$ cat src/rtl/mod29_sink_pkg.sv
// Shared types for the mod29 result sink.
//   sample_t : packed {b32, v33[2:0], b34}, b32 is the MSB
//   SAMPLE_W : width of one packed sample
//   state_t  : run-length encoder state (no open run / run open)
package mod29_sink_pkg;

  localparam int unsigned SAMPLE_W = 5;

  typedef struct packed {
    logic       b32;
    logic [2:0] v33;
    logic       b34;
  } sample_t;

  typedef enum logic {
    ST_EMPTY = 1'b0,
    ST_RUN   = 1'b1
  } state_t;

endpackage : mod29_sink_pkg

$ cat src/rtl/mod29_sink_fifo.sv
// Parameterized synchronous FIFO with first-word-fall-through read port.
// Ports:
//   clk, rst_n    : clock, asynchronous active-low reset (pointers only)
//   push, wdata   : write request and data (ignored while full)
//   pop           : read request (ignored while empty)
//   rdata         : head entry, combinational from storage
//   full, empty   : occupancy flags from registered pointers
//   level         : current occupancy, 0..DEPTH
// DEPTH must be a power of 2, at least 2.
module mod29_sink_fifo #(
  parameter int unsigned WIDTH = 9,
  parameter int unsigned DEPTH = 4
) (
  input  logic                       clk,
  input  logic                       rst_n,
  input  logic                       push,
  input  logic [WIDTH-1:0]           wdata,
  input  logic                       pop,
  output logic [WIDTH-1:0]           rdata,
  output logic                       full,
  output logic                       empty,
  output logic [$clog2(DEPTH+1)-1:0] level
);

  localparam int unsigned AW = $clog2(DEPTH);
  localparam int unsigned PW = AW + 1;
  localparam int unsigned LW = $clog2(DEPTH + 1);

  // Pointers carry one extra wrap bit so full and empty are distinguishable.
  logic [PW-1:0]    wr_ptr;
  logic [PW-1:0]    rd_ptr;
  logic [WIDTH-1:0] mem [DEPTH];
  logic             do_push;
  logic             do_pop;

  assign empty   = (wr_ptr == rd_ptr);
  assign full    = (wr_ptr[AW] != rd_ptr[AW]) && (wr_ptr[AW-1:0] == rd_ptr[AW-1:0]);
  assign do_push = push && !full;
  assign do_pop  = pop && !empty;
  assign level   = LW'(wr_ptr - rd_ptr);
  assign rdata   = mem[rd_ptr[AW-1:0]];

  // Pointer update; push and pop in one cycle move both and keep the level.
  always_ff @(posedge clk or negedge rst_n) begin
    if (!rst_n) begin
      wr_ptr <= '0;
      rd_ptr <= '0;
    end else begin
      if (do_push) wr_ptr <= wr_ptr + PW'(1);
      if (do_pop)  rd_ptr <= rd_ptr + PW'(1);
    end
  end

  // Storage is intentionally not reset.
  always_ff @(posedge clk) begin
    if (do_push) mem[wr_ptr[AW-1:0]] <= wdata;
  end

endmodule : mod29_sink_fifo

$ cat src/rtl/mod29_result_sink.sv
// Run-length encoding sink for the mod29 result outputs.
// Qualified samples {in_b32, in_v33, in_b34} are collapsed into records
// {sample, run length}, buffered in a small FIFO and offered on a
// valid/ready port. Upstream is throttled through in_ready (= FIFO not full),
// so no record is ever lost.
// Ports:
//   clk, rst_n                 : clock, asynchronous active-low reset
//   in_valid, in_ready         : sample qualifier / sink can accept
//   in_b32, in_v33, in_b34     : mod29 pob32, pov33_2, pob34
//   flush                      : close the open run and emit it
//   out_valid, out_ready       : record handshake
//   out_data                   : {sample[4:0], cnt[CNT_W-1:0]}
//   fifo_level                 : FIFO occupancy
//   rec_count (optional)       : 16-bit wrapping count of pushed records,
//                                present only when MOD29_SINK_STATS_EN is defined
module mod29_result_sink
  import mod29_sink_pkg::*;
#(
  parameter int unsigned DEPTH = 4,
  parameter int unsigned CNT_W = 4
) (
  input  logic                        clk,
  input  logic                        rst_n,
  input  logic                        in_valid,
  output logic                        in_ready,
  input  logic                        in_b32,
  input  logic [2:0]                  in_v33,
  input  logic                        in_b34,
  input  logic                        flush,
  output logic                        out_valid,
  input  logic                        out_ready,
  output logic [SAMPLE_W+CNT_W-1:0]   out_data,
  output logic [$clog2(DEPTH+1)-1:0]  fifo_level
`ifdef MOD29_SINK_STATS_EN
  ,
  output logic [15:0]                 rec_count
`endif
);

  localparam int unsigned REC_W = SAMPLE_W + CNT_W;
  localparam logic [CNT_W-1:0] RUN_MAX = '1;
  localparam logic [CNT_W-1:0] CNT_ONE = CNT_W'(1);

  typedef struct packed {
    sample_t          sample;
    logic [CNT_W-1:0] cnt;
  } rec_t;

  state_t           state;
  sample_t          cur;
  logic [CNT_W-1:0] cnt;
  sample_t          sample;
  logic             full;
  logic             empty;
  logic             acc_s;
  logic             acc_f;
  logic             same;
  logic             sat;
  logic             push;
  logic             pop;
  rec_t             push_rec;
  logic [REC_W-1:0] head;

  assign sample    = '{b32: in_b32, v33: in_v33, b34: in_b34};
  assign in_ready  = !full;
  assign acc_s     = in_valid && in_ready;
  assign acc_f     = flush && in_ready;
  assign same      = (sample == cur);
  assign sat       = (cnt == RUN_MAX);
  assign out_valid = !empty;
  assign pop       = out_valid && out_ready;
  assign out_data  = head;

  // Push decode: at most one record leaves the encoder per cycle.
  always_comb begin
    push     = 1'b0;
    push_rec = '{sample: cur, cnt: cnt};
    if (state == ST_EMPTY) begin
      // A lone sample with flush is a complete run of one.
      if (acc_s && acc_f) begin
        push     = 1'b1;
        push_rec = '{sample: sample, cnt: CNT_ONE};
      end
    end else begin
      if (acc_s) begin
        if (!same || sat) begin
          push = 1'b1;
        end else if (acc_f) begin
          // Sample extends the run and the flush closes it in the same cycle.
          push     = 1'b1;
          push_rec = '{sample: cur, cnt: cnt + CNT_ONE};
        end
      end else if (acc_f) begin
        push = 1'b1;
      end
    end
  end

  // Run-length encoder state machine.
  always_ff @(posedge clk or negedge rst_n) begin
    if (!rst_n) begin
      state <= ST_EMPTY;
      cur   <= '0;
      cnt   <= '0;
    end else begin
      case (state)
        ST_EMPTY: begin
          if (acc_s && !acc_f) begin
            cur   <= sample;
            cnt   <= CNT_ONE;
            state <= ST_RUN;
          end
        end
        ST_RUN: begin
          if (acc_s) begin
            if (same && !sat) begin
              if (acc_f) state <= ST_EMPTY;
              else       cnt   <= cnt + CNT_ONE;
            end else begin
              // Different sample or saturated run: the sample opens a new run.
              cur <= sample;
              cnt <= CNT_ONE;
            end
          end else if (acc_f) begin
            state <= ST_EMPTY;
          end
        end
        default: state <= ST_EMPTY;
      endcase
    end
  end

  mod29_sink_fifo #(
    .WIDTH (REC_W),
    .DEPTH (DEPTH)
  ) u_fifo (
    .clk   (clk),
    .rst_n (rst_n),
    .push  (push),
    .wdata (push_rec),
    .pop   (pop),
    .rdata (head),
    .full  (full),
    .empty (empty),
    .level (fifo_level)
  );

`ifdef MOD29_SINK_STATS_EN
  // Wrapping count of every record pushed into the FIFO.
  always_ff @(posedge clk or negedge rst_n) begin
    if (!rst_n) rec_count <= '0;
    else if (push) rec_count <= rec_count + 16'd1;
  end
`endif

endmodule : mod29_result_sink
$ cat config.mk
export PLATFORM = sky130hd
export DESIGN_NAME = mod29_result_sink
export DESIGN_NICKNAME = d
export VERILOG_FILES = /design/src/rtl/mod29_sink_pkg.sv /design/src/rtl/mod29_sink_fifo.sv /design/src/rtl/mod29_result_sink.sv
export SDC_FILE = /design/constraint.sdc
export NUM_CORES = 1
export LEC_CHECK = 0
export CORE_MARGIN = 1
export CORE_UTILIZATION = 56
export DETAILED_ROUTE_END_ITERATION = 10
export PLACE_DENSITY = 0.83
export SKIP_LAST_GASP = 1
export SLEW_MARGIN = 30
export SYNTH_ARGS = -nofsm -noshare
export SYNTH_HDL_FRONTEND = slang
export SYNTH_SLANG_ARGS = --single-unit
$ cat constraint.sdc
create_clock -name clk -period 3.1 [get_ports clk]
set_clock_uncertainty 0.2 [all_clocks]
set_input_delay 0.62 -clock clk [delete_from_list [all_inputs] [get_ports clk]]
set_output_delay 0.62 -clock clk [all_outputs]
set_load 0.01 [all_outputs]
-- Word level (Yosys, flattened, before mapping)
Memory sizes are Yosys's and may differ from the RTL's.
Index checks and enable logic that the tools add are counted.
- memories kept: 1
- latch bits: 0
- input port bits: 10
- flip-flop bits (word level): 16
- bits in writable memories: 36
- bits in read-only memories: 0
- memories (name ; words ; width ; rd ports ; clocked after memory_dff ; wr ports ; RTL line ; source):
    u_fifo.mem ; 4 ; 9 ; 1 ; 0 ; 1 ; mod29_sink_fifo.sv:32 ; logic [WIDTH-1:0] mem [DEPTH];
- div/mod/pow operators: 0
- multiplexer cells: 26
- $mul: 0
- eq/ne operators: 9
- add/subtract/negate cells: 4
- magnitude comparators: 0
- bitwise gates (word level): 1
- shift-type cells: 0
- reductions and logical operators: 17
- operators with widths (cell ; count):
    $mux 4 ; 7
    $mux 9 ; 2
    $mux 5 ; 3
    $mux 1 ; 11
    $pmux 5 s2 ; 1
    $logic_and 1x1->1 ; 9
    $pmux 4 s2 ; 1
    $add 3x1->3 const B ; 2
    $reduce_and 3->1 ; 2
    $eq 5x5->1 ; 1
    $logic_not 1->1 ; 5
    $add 4x1->4 const B ; 1
    $eq 4x4->1 const B ; 1
    $ne 2x1->1 const B ; 2
    $eq 3x3->1 ; 1
    $ne 3x3->1 const B ; 1
    $sub 3x3->3 ; 1
    $eq 2x2->1 ; 1
    $ne 2x2->1 const B ; 1
    $pmux 1 s2 ; 1
    $logic_or 1x1->1 ; 1
    $ne 1x1->1 ; 1
    $not 1->1 ; 1

-- Depth between registers and ports, before layout
Gate-level depths: netlist of run 1.
- depth after elaboration: 11
- gate-level depth with buffers: 8

-- Cells and area by module
From an unflattened synthesis of run 1, not the netlist that was laid out.
- cell total of the unflattened synthesis: 186
- area, all modules: 2592.5 um^2
- modules (own cells, without submodules) (module ; area each (um^2) ; sequential area each (um^2) ; instances ; cells an instance):
    mod29_sink_fifo ; 1754.2 ; 1231.2 ; 1 ; 92
    mod29_result_sink ; 838.3 ; 250.2 ; 1 ; 94

-- Least setup slack after synthesis of run 1
OpenSTA, ideal clock, no wires.
- kind: reg-to-reg
- start point: register u_fifo.rd_ptr[1]
- end point: memory u_fifo.mem[0][0], enable pin
- path slack: 0.437 ns
- cell stages (with the launch flop): 9
- arrival: 2.088 ns
- period minus slack after synthesis: 2.663 ns
- buffers on the path: 1
- cells stage by stage: dfrtp_1 clkbuf_1 inv_1 ha_1 nand2_1 o21bai_1 a21oi_1 nor2_2 nor2b_1
- word-level cells in the longest chain between the ends: 11
- elaborated cells on any way between the ends: 14
- classes of those cells: eq/ne (1); mux (7); reduce/logical (6)
- ends and longest elaborated chain (what ; RTL line ; source):
    from (decl) ; mod29_sink_fifo.sv:31 ; logic [PW-1:0] rd_ptr;
    from (signal assigned) ; mod29_sink_fifo.sv:50 ; if (do_pop) rd_ptr <= rd_ptr + PW'(1);
    $eq 2x2->1 (*) ; mod29_sink_fifo.sv:37 ; assign full = (wr_ptr[AW] != rd_ptr[AW]) && (wr_ptr[AW-1:0] == rd_ptr[AW-1:0]);
    $logic_and 1x1->1 (*) ; mod29_sink_fifo.sv:37 ;
    $logic_not 1->1 (*) ; mod29_sink_fifo.sv:38, mod29_result_sink.sv:65 ;
    $logic_and 1x1->1 ; mod29_result_sink.sv:67 ; assign acc_f = flush && in_ready;
    $mux 1 ; mod29_result_sink.sv:88, mod29_result_sink.sv:93 ;
    $mux 1 ; mod29_result_sink.sv:86 ; if (!same || sat) begin
    $mux 1 ; mod29_result_sink.sv:85 ; if (acc_s) begin
    $mux 1 ; mod29_result_sink.sv:78 ; if (state == ST_EMPTY) begin
    $logic_and 1x1->1 (*) ; mod29_sink_fifo.sv:38 ; assign do_push = push && !full;
    $mux 1 (*) ; mod29_sink_fifo.sv:56 ; if (do_push) mem[wr_ptr[AW-1:0]] <= wdata;
    $mux 1 (implied by the code) (*) ; mod29_sink_fifo.sv:56 ;
    to (decl) ; mod29_sink_fifo.sv:32 ;
Every way passes the cells marked *; elsewhere a longest branch is shown, timed or not.

-- Final worst setup path of run 1
- start point: register u_fifo.wr_ptr[0]
- end point: output port fifo_level[2]
- word-level cells in the longest chain between the ends: 1
- ends and longest elaborated chain (what ; RTL line ; source):
    from (decl) ; mod29_sink_fifo.sv:30 ; logic [PW-1:0] wr_ptr;
    from (signal assigned) ; mod29_sink_fifo.sv:49 ; if (do_push) wr_ptr <= wr_ptr + PW'(1);
    $sub 3x3->3 ; mod29_sink_fifo.sv:40 ; assign level = LW'(wr_ptr - rd_ptr);
    to (decl) ; mod29_result_sink.sv:33 ; output logic [$clog2(DEPTH+1)-1:0] fifo_level
Every way passes these cells.

==> results of run 1 <==
[critical path: stages, from the launching register on]
cell and delay (ns):
dfrtp_1 0.42, inv_1 0.11, ha_1 0.20, fa_1 0.38, xnor2_1 0.19, clkdlybuf4s50_1 0.56
[state kept, by name, summed over array words and instances (netlist names)]
name and flops:
u_fifo.wr_ptr 3, u_fifo.mem 36, cur 5, state 1
u_fifo.rd_ptr 3, cnt 4
[metrics by stage]
| step | setup WS [ns] | hold slack, ns |
|---|---|---|
| 6_report | 0.117 | 0.332 |
| 5_1_grt | 0.0365 | 0.369 |
| 4_1_cts | 0.138 | 0.337 |
| 3_5_place_dp | 0.228 | 0.319 |
| 3_3_place_gp | 0.268 | 0.317 |
| 2_1_floorplan | 0.437 | 0.124 |
[final cells by class]
class	count	share of cell area, %
clock buffer	6	2.52
clock inverter	2	0.435
inverter	8	1.04
multi-input combinational	101	32.8
sequential	52	51.5
tap	50	2.17
timing repair buffer	29	9.56
[kinds of logic after synthesis]
logic type	Yosys count
AO/OA/AOI/OAI	24
buffers and inverters	12
flip-flops	52
AND/OR/NAND/NOR	35
multiplexers	21
XOR/XNOR	12
adder cells (fa/ha/maj)	9
[metal layers]
metal	vias to the layer above	GRT usage, %	part of all wire (%)
li1	680	-	-
met1	728	29.0	43
met2	45	38.0	51
met3	7	3.78	4.5
met4	0	9.11	1.4
met5	-	0	0
[final timing paths]
| kind | cells after the start | slack (ns) | end |
|---|---|---|---|
| max in group asynchronous | 1 | 1.60 | u_fifo.wr_ptr[2]$_DFFE_PN0P_ |
| min in group asynchronous | 1 | 0.59 | u_fifo.rd_ptr[2]$_DFFE_PN0P_ |
| min reg2reg | 1 | 0.33 | u_fifo.rd_ptr[2]$_DFFE_PN0P_ |
| max | 5 | 0.12 | fifo_level[2] |
| max reg2reg | 6 | 0.58 | u_fifo.mem[0][8]$_DFFE_PP_ |
| min | 1 | 0.33 | u_fifo.rd_ptr[2]$_DFFE_PN0P_ |
[report_power, final]
group	leakage [nW]	total, mW	internal [mW]	switching [mW]
combinational	0.511	1.49	0.773	0.714
sequential	0.517	1.20	1.06	0.147
clock	0.0412	0.371	0.158	0.213
[placed cells by master (no fill, tap or decap), types with 2 or more instances in the layout]
cell and instances:
a21oi_1 4, a221oi_1 2, buf_4 6, clkbuf_8 5
clkdlybuf4s50_1 23, dfrtp_1 16, edfxtp_1 36, ha_1 8
inv_1 8, mux2_2 7, mux2_4 5, mux4_2 9
nand2_1 10, nand2b_1 2, nand3_1 3, nor2_1 7
nor2b_1 4, nor3_1 2, o211ai_1 2, o21ai_0 9
xnor2_1 5, xor2_1 6
==> qor.csv, run 1 <==
metric;value;unit
post-route cell area;2880;µm²
DRC errors left;0;
CTS root buffer;clkbuf_8;
worst hold-check path type;register to register;
Post-synth EDFFs;36;
gr ovfl total;0;
Req. time, crit path;2.28;ns
placed insts;240;
crit path launch;u_fifo.wr_ptr[0]$_DFFE_PN0P_;
Starting Density;60.1;%
CTS H-tree lvls;2;
dpl cell area;2790;µm²
Worst EP arrival;2.16;ns
routed vias;1460;
WS Path Type;register to primary output;
clk_lat worst skew;0.30;ns
# IOs;24;
initial antenna violation count;0;
# rows;23;
leakage power;1.07;nW
Detail Placement HPWL;3380;µm
cts hold-fix bufs;0;
synth warn;0;
Slew Viols, Final;0;
VDD IR max;399;µV
Fmax achieved;335;MHz
Final min period;2.98;ns
top_reg_cell synth;edfxtp_1;
Max-Slew Margin vs Limit;44.7;%
core area;4140;µm²
TritonCTS clock tree;built;
HP Start;u_fifo.rd_ptr[2]$_DFFE_PN0P_;
largest area contributor in the netlist;edfxtp_1;
outcome;finished, final reports clean;
register area share after synthesis;59.5;%
initial drt markers;80;
register bit total from synthesis;52;
final WL;4650;µm
Cell Pwr Density;1060;nW/µm²
simple-gate share of the synthesized area;7.69;%
final hold violation count;0;
Critical R2R Launch;u_fifo.wr_ptr[0]$_DFFE_PN0P_;
RD Place Congestion;0.881;
1st-pass router iterations;4;
clock transition at the registers of the reported paths;0.09;ns
Post-synth top cells;edfxtp_1 (36), dfrtp_1 (16), nand2_1 (10);
Power Total;3.06;mW
worst slew pin tran;0.826;ns
Core Util, Final;69.5;%
fin nets;216;
# clock sinks;52;
post-synth top area share;43.4;%
leading post-synthesis cells by cell area;edfxtp_1 (43%), dfrtp_1 (16%), mux4_2 (8.1%);
Unique masters post-synth;39;
synthesized instance count;165;
Post-Synth Adder-Cell Area;4.82;%
Antenna diodes;0;
Synth Net Count;184;
largest net degree at the start of global routing;17;
GR Util All Layers;22.6;%
I/O Buffers;23;
postcts setup bufs;0;
number of global-route vias before repair;1472;
top-count cell post-synth;edfxtp_1;
deepest clock path buffer count;2;
final setup fails;0;
share of post-route cells with drive strength above 1;20.7;%
main combinational cell family by area after synthesis;multiplexers;
register area;1480;µm²
area grow syn2layout;15.6;%
die area;4720;µm²
Fillers;283;
max-cap viol count;0;
Avg WL per Cell;18.8;µm
RSZ-0062 raised after global routing;no;
crit-path max FO;4;
Mean Syn Cell Area;15.1;µm²
vias per cell;5.89;
fin crit share;96.2;%
Synth async-reset ratio;30.8;%
post-cts resize count;0;
mux share of post-synthesis cell area;14.3;%
post-synthesis xor/xnor area fraction;4.52;%
first-pass GRT wire length;7280;µm
Post-Syn Area;2490;µm²
Worst Setup End Kind;primary output;
post-route ant nets;0;
multi-input logic area;945;µm²
Finished Layout Cells;248;
nature of the critical path startpoint;register;
die height;68.7;µm
post-route setup TNS;0;ns
Compound-Gate Fraction of Synth Area;6.58;%
Num CTS Buffers;5;
die width;68.7;µm
(Power assumes the default switching activity.)
==> inputs of run 2 (changes only) <==
- CORE_MARGIN: 1 -> 4
- CORE_UTILIZATION: 56 -> 51
- PLACE_DENSITY: 0.83 -> 0.8
- clock period: 3.1 -> 2.4 ns (I/O delays scaled with it)
==> run 2 against run 1 <==
Register-to-register slack got worse by 0.47 ns. Sequential share of layout area fell by 4.9 points. Via count rose by 7.0%.
==> qor.csv, run 2 (same netlist as run 1, synthesis figures left out) <==
metric;value;unit
dpl cell area;2960;µm²
register area;1480;µm²
register-to-register setup slack;0.11;ns
post-route ant nets;0;
final setup fails;0;
crit-path leading delay family;simple AND/OR/NAND/NOR gates;
TritonCTS clock tree;built;
CTS H-tree lvls;2;
most common cell after layout, fill and taps aside;edfxtp_1;
largest net degree at the start of global routing;17;
initial antenna violation count;0;
Max-Slew Margin vs Limit;65.2;%
worst slew pin tran;0.519;ns
# IOs;24;
DRC errors left;0;
GR Util All Layers;18.6;%
gr ovfl total;0;
CTS root buffer;clkbuf_8;
Slew Viols, Final;0;
routed vias;1562;
Core Util, Final;67.4;%
cts hold-fix bufs;0;
commonest non-fill, non-tap cells in the layout;edfxtp_1 (36), buf_4 (31), dfrtp_1 (14);
Fmax achieved;420;MHz
RSZ-0062 raised after global routing;yes;
outcome;finished, final reports clean;
worst hold-check path type;input port to asynchronous set/reset pin;
WS Path Type;input port to register;
initial drt markers;139;
leakage power;1.24;nW
die area;6060;µm²
number of global-route vias before repair;1709;
1st-pass router iterations;4;
first-pass GRT wire length;8650;µm
Detail Placement HPWL;3630;µm
multi-input logic area;1000;µm²
I/O Buffers;23;
Worst Setup End Kind;register;
Worst EP arrival;2.13;ns
fin nets;243;
placed insts;274;
end of the worst register-to-register path;u_fifo.wr_ptr[1]$_DFFE_PN0P_;
final WL;5080;µm
crit-path max FO;9;
Req. time, crit path;2.15;ns
Num CTS Buffers;5;
crit path launch;in_v33[0];
number of flip-flops under the largest register name;36;
die width;77.9;µm
Avg WL per Cell;17.4;µm
cells along the critical path;clkdlybuf4s50_1 -> xor2_1 -> nor4_4 -> a21oi_2 -> nor2_4 -> nor2b_2;
Power Total;4.39;mW
final hold violation count;0;
Worst Reg2Reg Path Length in Cells;7;
Worst path max stage delay;0.52;ns
die height;77.9;µm
Starting Density;52.7;%
post-route cell area;3190;µm²
area grow syn2layout;27.9;%
WHS;0.293;ns
Cell Pwr Density;1380;nW/µm²
deepest clock path buffer count;2;
# clock sinks;52;
clk_lat worst skew;0.30;ns
Finished Layout Cells;292;
# rows;25;
share of post-route cells with drive strength above 1;38.7;%
crit path capture;u_fifo.mem[0][5]$_DFFE_PP_;
clock transition at the registers of the reported paths;0.09;ns
nature of the critical path startpoint;input port;
vias per cell;5.35;
Final min period;2.38;ns
RD Place Congestion;0.935;
Critical R2R Launch;cnt[0]$_DFFE_PN0P_;
Worst path depth;6;
Antenna diodes;0;
Fillers;312;
CP max stage cell;clkdlybuf4s50_1;
CP Buf/Inv Count;1;
max-cap viol count;0;
core area;4720;µm²
VDD IR max;582;µV
fin crit share;99.1;%
[run 2: changes by cell type in the layout (fill, tap and decap cells not counted), moves of 2 or more]
cell | before | now
bufinv_16 | 0 | 2
dfrtp_1 | 16 | 14
clkbuf_2 | 0 | 9
dlygate4sd2_1 | 0 | 2
clkdlybuf4s15_1 | 0 | 2
buf_4 | 6 | 31
nor2b_2 | 0 | 2
dfrtp_2 | 0 | 2
nor2b_1 | 4 | 1
ha_4 | 0 | 2
ha_1 | 8 | 6
clkdlybuf4s50_1 | 23 | 10
[run 2: metrics by stage]
| step | TNS [ns] | setup slack, ns |
|---|---|---|
| 5_1_grt | -1.34 | -0.0691 |
| 6_report | 0 | 0.0214 |
| 3_5_place_dp | -14.28 | -0.366 |
| 4_1_cts | -1.15 | -0.0577 |
| 2_1_floorplan | 0 | 0.0257 |
| 3_3_place_gp | -10.20 | -0.276 |
[run 2: how the worst min path moves through the flow]
| stage | startpoint | endpoint | slack, ns | cells after the start |
|---|---|---|---|---|
| floorplan | rst_n | cnt[0]$_DFFE_PN0P_ | -0.02 | 0 |
| global placement | u_fifo.wr_ptr[2]$_DFFE_PN0P_ | u_fifo.wr_ptr[2]$_DFFE_PN0P_ | 0.31 | 1 |
| finish | rst_n | u_fifo.rd_ptr[0]$_DFFE_PN0P_ | 0.29 | 2 |
| detailed placement | u_fifo.wr_ptr[2]$_DFFE_PN0P_ | u_fifo.wr_ptr[2]$_DFFE_PN0P_ | 0.32 | 1 |
| global route | rst_n | cur[4]$_DFFE_PN0P_ | 0.29 | 2 |
| CTS | rst_n | cur[3]$_DFFE_PN0P_ | 0.30 | 2 |
[run 2: worst register-to-register path, stage by stage (launching register included)]
cell     delay (ns)
dfrtp_1        0.40
ha_1           0.22
and3_4         0.19
nor4_4         0.37
a21oi_2        0.15
nor2_4         0.19
buf_4          0.14
mux2_2         0.33
[run 2: repair_timing]
item | CTS | global route
resized for setup | 18 | 29
setup buffers | 8 | 2
hold endpoints to repair | 0 | 0
pin swaps | 0 | 2
setup endpoints to repair | 31 | 45
[run 2: report_power, final]
part	internal (mW)	switching [mW]
Sequential	1.37	0.179
Clock	0.416	0.274
Combinational	1.11	1.04
Total	2.90	1.49
[run 2: final cells by class]
| cell class | count | share of cell area [%] |
|---|---|---|
| clock buffers | 6 | 2.28 |
| clock inverters | 2 | 1.89 |
| inverters | 8 | 0.943 |
| repair buffers | 56 | 14.1 |
| well taps | 67 | 2.63 |
| multi-input cells | 101 | 31.5 |
| flip-flops and latches | 52 | 46.6 |
[run 2: routing by layer]
metal	track usage [%]	vias up	wire length, µm
met5	0	-	0
met3	3.83	4	266
met2	32.5	42	2700
met1	23.3	784	2070
met4	5.34	0	44
li1	-	732	-
==> inputs of run 3 (changes only) <==
- CORE_MARGIN: 4 -> 2
- SLEW_MARGIN: 30 -> 20
==> run 3 against run 2 <==
The run now ends with negative setup slack left. Count of clock-buffer cells in the layout down 1. First-iteration DRC count grew 1.4%. Wire length down 6.5%. Sequential cell count is the same. Global-route usage grew 0.88 points. Total power shrank 3.7%. Fmax down 1.8%. Critical path type unchanged. Largest power group unchanged.
==> qor.csv, run 3 (same netlist as run 1, synthesis figures left out) <==
metric;value;unit
failing checks;negative setup slack;
cts hold-fix bufs;0;
WS Path Type;input port to register;
GR Util All Layers;19.5;%
VDD IR max;552;µV
Worst Setup End Kind;register;
post-route setup TNS;-0.0220;ns
I/O Buffers;23;
Detail Placement HPWL;3490;µm
final setup fails;1;
deepest clock path buffer count;2;
Worst Reg2Reg Path Length in Cells;7;
clk_lat worst skew;0.31;ns
Finished Layout Cells;288;
share of post-route cells with drive strength above 1;37.1;%
initial drt markers;141;
Antenna diodes;0;
gr ovfl total;0;
RSZ-0062 raised after global routing;yes;
die width;73.9;µm
end of the worst register-to-register path;u_fifo.wr_ptr[1]$_DFFE_PN0P_;
CTS root buffer;clkbuf_8;
Starting Density;52.7;%
CTS H-tree lvls;2;
crit-path max FO;4;
nature of the critical path startpoint;input port;
cells along the critical path;clkdlybuf4s50_1 -> xor2_1 -> nor4_4 -> a21oi_2 -> nor2_4 -> buf_4 -> mux2_2;
post-route ant nets;0;
final hold violation count;0;
core area;4720;µm²
die height;73.9;µm
# IOs;24;
# rows;25;
worst hold-check path type;input port to asynchronous set/reset pin;
area grow syn2layout;26.2;%
number of flip-flops under the largest register name;36;
final WL;4750;µm
TritonCTS clock tree;built;
Slew Viols, Final;0;
clock transition at the registers of the reported paths;0.10;ns
Cell Pwr Density;1340;nW/µm²
DRC errors left;0;
register-to-register setup slack;0;ns
commonest non-fill, non-tap cells in the layout;edfxtp_1 (36), buf_4 (24), dfrtp_1 (16);
max-cap viol count;0;
vias per cell;5.35;
Core Util, Final;66.5;%
routed vias;1541;
placed insts;274;
fin nets;239;
worst slew pin tran;0.434;ns
largest net degree at the start of global routing;17;
Avg WL per Cell;16.5;µm
1st-pass router iterations;4;
Req. time, crit path;2.39;ns
Setup WS pre-CTS;-0.340;ns
Final min period;2.42;ns
PnR worst setup slack;-0.0220;ns
# clock sinks;52;
Worst EP arrival;2.41;ns
fin crit share;101;%
Power Total;4.22;mW
most common cell after layout, fill and taps aside;edfxtp_1;
RD Place Congestion;0.911;
leakage power;1.23;nW
Fmax achieved;413;MHz
die area;5460;µm²
Num CTS Buffers;5;
Worst path max stage delay;0.48;ns
initial antenna violation count;0;
Critical R2R Launch;cnt[0]$_DFFE_PN0P_;
CP max stage cell;clkdlybuf4s50_1;
Max-Slew Margin vs Limit;70.8;%
first-pass GRT wire length;7620;µm
number of global-route vias before repair;1580;
Fillers;315;
outcome;complete, but fails checks;
-- run 3: cell count changes in the layout (fill, tap and decap cells not counted), moves of 2 or more --
cell,previous run,this run
nor2b_2,2,0
dfrtp_2,2,0
nor2b_4,1,3
dfrtp_1,14,16
buf_2,0,3
clkdlybuf4s15_1,2,0
buf_4,31,24
buf_12,1,3
-- run 3: final cells by class --
type                       count  area (µm²)  area share, %
timing repair buffer          52         442           14.1
sequential                    52        1480           47.2
clock inverter                 3        42.5           1.35
tap                           67        83.8           2.67
clock buffer                   5        68.8           2.19
inverter                       8        30.0          0.956
multi-input combinational    101         993           31.6
-- run 3: critical path: cells and delay by family --
family	cells	cell delay [ns]
buf+inv	2	0.65
simple gates	2	0.60
mux	1	0.32
xor+xnor	1	0.22
compound gates	1	0.14
-- run 3: layer usage --
| metal | GRT usage, % | up-vias | wire, µm |
|---|---|---|---|
| li1 | - | 724 | - |
| met1 | 25.4 | 764 | 2090 |
| met2 | 31.8 | 49 | 2430 |
| met3 | 3.43 | 4 | 186 |
| met4 | 9.09 | 0 | 43 |
| met5 | 0 | - | 0 |
-- run 3: repair_timing --
action	CTS	global route
gates cloned	0	0
hold endpoints to repair	0	0
setup buffers	5	1
endpoints found under the setup margin	31	38
resized for setup	30	20
pin swaps	0	1
-- run 3: power by group --
group	internal (mW)	switching, mW	total [mW]
clock	0.309	0.283	0.592
combinational	1.08	1.03	2.11
sequential	1.36	0.153	1.52
total	2.76	1.47	4.22
-- run 3: how the worst max path moves through the flow --
stage	startpoint	to	slack, ns	cells after the start
2_1_floorplan	u_fifo.rd_ptr[1]$_DFFE_PN0P_	u_fifo.mem[2][0]$_DFFE_PP_	0.03	8
3_3_place_gp	in_v33[2]	u_fifo.mem[0][5]$_DFFE_PP_	-0.25	6
3_5_place_dp	in_v33[2]	u_fifo.mem[0][7]$_DFFE_PP_	-0.34	6
4_1_cts	u_fifo.rd_ptr[0]$_DFFE_PN0P_	fifo_level[2]	-0.13	5
5_1_grt	cnt[0]$_DFFE_PN0P_	u_fifo.wr_ptr[1]$_DFFE_PN0P_	-0.08	7
6_report	in_v33[2]	u_fifo.wr_ptr[1]$_DFFE_PN0P_	-0.02	7
-- run 3: stage by stage --
stage | instance area [µm²] | hold slack (ns)
2_1_floorplan | 2500 | -0.0156
3_3_place_gp | 2960 | 0.310
3_5_place_dp | 2960 | 0.310
4_1_cts | 3150 | 0.301
5_1_grt | 3140 | 0.331
6_report | 3140 | 0.300
